File: config.mk
export PLATFORM = sky130hd
export DESIGN_NAME = crc8_serial
export DESIGN_NICKNAME = d
export VERILOG_FILES = /design/src/rtl/crc_pkg.sv /design/src/rtl/crc8_serial.sv
export SDC_FILE = /design/constraint.sdc
export NUM_CORES = 1
export LEC_CHECK = 0
export CAP_MARGIN = 20
export CORE_AREA = 2 2 39 41
export DETAILED_ROUTE_END_ITERATION = 8
export DIE_AREA = 0 0 41 43
export DONT_BUFFER_PORTS = 1
export GPL_ROUTABILITY_DRIVEN = 0
export GPL_TIMING_DRIVEN = 1
export PLACE_DENSITY = 0.49
export SLEW_MARGIN = 10
export SYNTH_ARGS = -nofsm -noshare
export SYNTH_HDL_FRONTEND = slang
export SYNTH_SLANG_ARGS = --single-unit
File: constraint.sdc
create_clock -name clk -period 2.6 [get_ports clk]
set_input_delay 0.26 -clock clk [delete_from_list [all_inputs] [get_ports clk]]
set_output_delay 0.26 -clock clk [all_outputs]
set_load 0.1 [all_outputs]
File: src/rtl/crc_pkg.sv
`default_nettype none
// ============================================================================
// Module   : crc_pkg
// Purpose  : Shared definitions for the CRC-8 link (generator and receiver):
//            polynomial, CRC width, receiver FSM state type and the
//            single-bit CRC update used by every bit-serial CRC engine.
// Revision : 1.0 - initial release
// ============================================================================
package crc_pkg;

    localparam int         CRC_W    = 8;
    localparam logic [7:0] CRC_POLY = 8'h1D;   // x^8 + x^4 + x^3 + x^2 + 1

    typedef enum logic [1:0] {
        IDLE = 2'd0,
        DATA = 2'd1,
        CRC  = 2'd2,
        STOP = 2'd3
    } crc_rx_state_t;

    // One MSB-first step: feedback is the outgoing MSB xor the incoming bit.
    function automatic logic [CRC_W-1:0] crc8_step(input logic [CRC_W-1:0] crc,
                                                   input logic             bit_in);
        logic w_fb;
        w_fb = crc[CRC_W-1] ^ bit_in;
        return {crc[CRC_W-2:0], 1'b0} ^ (w_fb ? CRC_POLY : 8'h00);
    endfunction

endpackage : crc_pkg
`default_nettype wire

File: src/rtl/crc8_serial.sv
`default_nettype none
// ============================================================================
// Module   : crc8_serial
// Purpose  : Bit-serial CRC-8 register (LFSR). Clear forces the register to
//            the zero initial value; enable folds one input bit per clock.
//            Clear has priority over enable.
// Ports    : clk   in  1      rising-edge clock
//            rst   in  1      synchronous active-high reset
//            clr   in  1      load zero initial value
//            en    in  1      fold din into the CRC this cycle
//            din   in  1      serial data bit
//            crc   out CRC_W  current CRC value
// Revision : 1.0 - initial release
// ============================================================================
module crc8_serial
    import crc_pkg::*;
(
    input  logic             clk,
    input  logic             rst,
    input  logic             clr,
    input  logic             en,
    input  logic             din,
    output logic [CRC_W-1:0] crc
);

    logic [CRC_W-1:0] r_crc;

    always_ff @(posedge clk) begin
        if (rst || clr) begin
            r_crc <= '0;
        end else if (en) begin
            r_crc <= crc8_step(r_crc, din);
        end
    end

    assign crc = r_crc;

endmodule : crc8_serial
`default_nettype wire

==> reports/results.txt <==
required time of the critical path -> 2340 ps
drt first pass iters -> 4
crit path time final -> 1502 ps
IO Pins -> 13
first-pass GRT wire length -> 1311 µm
worst-path fanout max -> 3
fmax -> 0.6659 GHz
Synth Warn # -> 0
Least-Margin Pin Slew -> 1005 ps
DR vias/cell -> 5.310
clk sinks -> 8
Final Slew Violations -> 0
clock skew -> 3.677 ps
via count -> 308
Overall Global Routing Usage -> 0.1190
CTS tree -> done
vias in the first global route -> 298
clock power share -> 0.372
Main synth FF type -> dfxtp_1
slew margin rel. -> 0.3289
VDD IR max -> 0.2263 mV
syn nets -> 41
EDFF count, synth -> 0
DR DRC count -> 0
ANT cells -> 0
initial core utilization -> 0.2541
Die X-Extent -> 41 µm
Final Cycle Share -> 0.5776
combinational power share -> 0.115
Worst Path Arrival -> 1240 ps
NetSw -> 72.52 µW
fillcell total -> 145
RSZ-0062 raised after global routing -> false
Total Wirelength -> 782 µm
Worst-path clk slew -> 60 ps
GR Util met1 -> 0.1173
CP endpoint kind -> primary output
TNS Setup -> 0 ps
Die Area -> 0.001763 mm²
Hold Buf Count CTS -> 0
post-synth cell types -> 14
status -> complete, no violations
port bufs -> 0
Avg Inst Size Synth -> 9.766 µm²
DRT iter0 DRCs -> 15
DP HPWL -> 566.8 µm
Setup Fix Bufs, Post-CTS -> 0
top-count cell post-synth -> dfxtp_1
Design Area, Final -> 419.2 µm²
ranking of synthesized cells by area -> dfxtp_1, mux2i_1, nand4b_1
number of flip-flops under the largest register name -> 8
post-CTS resize count -> 0
post-synth top area share -> 0.4555
Routed Antenna Nets -> 0
largest net degree at the start of global routing -> 16
maximum clock insertion buffer count -> 2
FF+latch count, synth -> 8
WL/cell -> 13.48 µm
CTS buffer count -> 3
met3 Track Usage GR -> 0.09424
final hold vios -> 0
sw frac -> 0.2800
crit path kind -> reg2out
Hold Path Class -> in2reg
row count -> 14
Nets -> 49
H-tree Lvls -> 1
Worst-Skew Late Latency -> 260 ps
share of cells above drive strength 1 -> 0.2143
Internal Power -> 186.5 µW
GRT Max-Usage Layer -> met2
CP startpoint kind -> register
initial antenna violation count -> 0
Area after DPL -> 396.6 µm²
met2 Use GR -> 0.1469
top post-synthesis cells by count -> dfxtp_1, nor2_1, mux2i_1
PwrDens -> 617.9 mW/mm²
leakage -> 0.0001706 µW
Async S/R FF share, synth -> 0
sequential share of power -> 0.513
Area growth, synth to finish -> 19.22%
Congestion Overflow GR -> 0
Post-Synthesis Cells -> 36
post-synth top area cell -> dfxtp_1
total of max-cap violations -> 0
synthesized area -> 351.6 µm²
Root Driver -> clkbuf_4
register area share after synthesis -> 0.4555
final setup violating endpoints -> 0
Die Y-Extent -> 43 µm
Core Area -> 0.001384 mm²
power by group through the flow:
stage	clock network (µW)	logic, µW	registers [µW]
after floorplan	0	14.3	149
after global placement	0	29.2	135
after detailed placement	0	29.7	135
after CTS	100	29.8	133
after global routing	105	31.5	133
final	96.5	29.8	133
routing by layer:
metal | vias to the layer above | wire length, µm
met5 | - | 0
met4 | 0 | 11
met3 | 2 | 113
met2 | 18 | 391
met1 | 144 | 265
li1 | 144 | -
logic make-up after synthesis:
group           synth area share
flops                     0.4555
mux                       0.1139
xor+xnor                 0.04983
simple gates              0.3239
compound gates           0.02136
buf+inv                  0.03558
path summary, 6_finish.rpt:
kind,slack (ps),end,cells after the start,start
max,1100,crc[5],0,crc[5]$_SDFFE_PP0P_
min,100,crc[0]$_SDFFE_PP0P_,1,en
max reg2reg,1260,crc[7]$_SDFFE_PP0P_,2,crc[6]$_SDFFE_PP0P_
min reg2reg,540,crc[2]$_SDFFE_PP0P_,2,crc[2]$_SDFFE_PP0P_
cell type report:
class / count / area [µm²] / area share
flip-flops and latches: 8 / 160.2 / 0.3821
clock buffers: 3 / 22.52 / 0.05373
multi-input cells: 26 / 178.9 / 0.4269
well taps: 16 / 20.02 / 0.04776
repair buffers: 5 / 37.54 / 0.08955
worst reg2reg max path, stage by stage (launching register included):
cell     delay, ps
dfxtp_1        980
mux2i_1        180
nor2_1         120
stage by stage:
step | total power, µW | utilization | hold slack [ps] | worst slack (ps) | cells
floorplan | 163.6 | - | 497.3 | 1023 | 36
global placement | 164.5 | 0.2866 | 359.3 | 1286 | 55
detailed placement | 165.0 | 0.2866 | 363.5 | 1264 | 55
CTS | 262.6 | 0.3029 | 94.68 | 1084 | 58
global route | 269.8 | 0.3029 | 101.7 | 1064 | 58
finish | 259.0 | 0.3029 | 98.72 | 1098 | 58
layout by cell type (no fill, tap or decap):
master,count
or2_1,1
clkbuf_4,3
nor2_2,1
xor2_1,1
dfxtp_1,8
a211oi_1,1
nand4b_1,3
nor2_1,5
nand4_1,3
mux2i_1,4
nand3b_1,3
xnor2_1,1
buf_4,5
nand3_1,3
No activity file was read; power rests on OpenSTA's default activity.
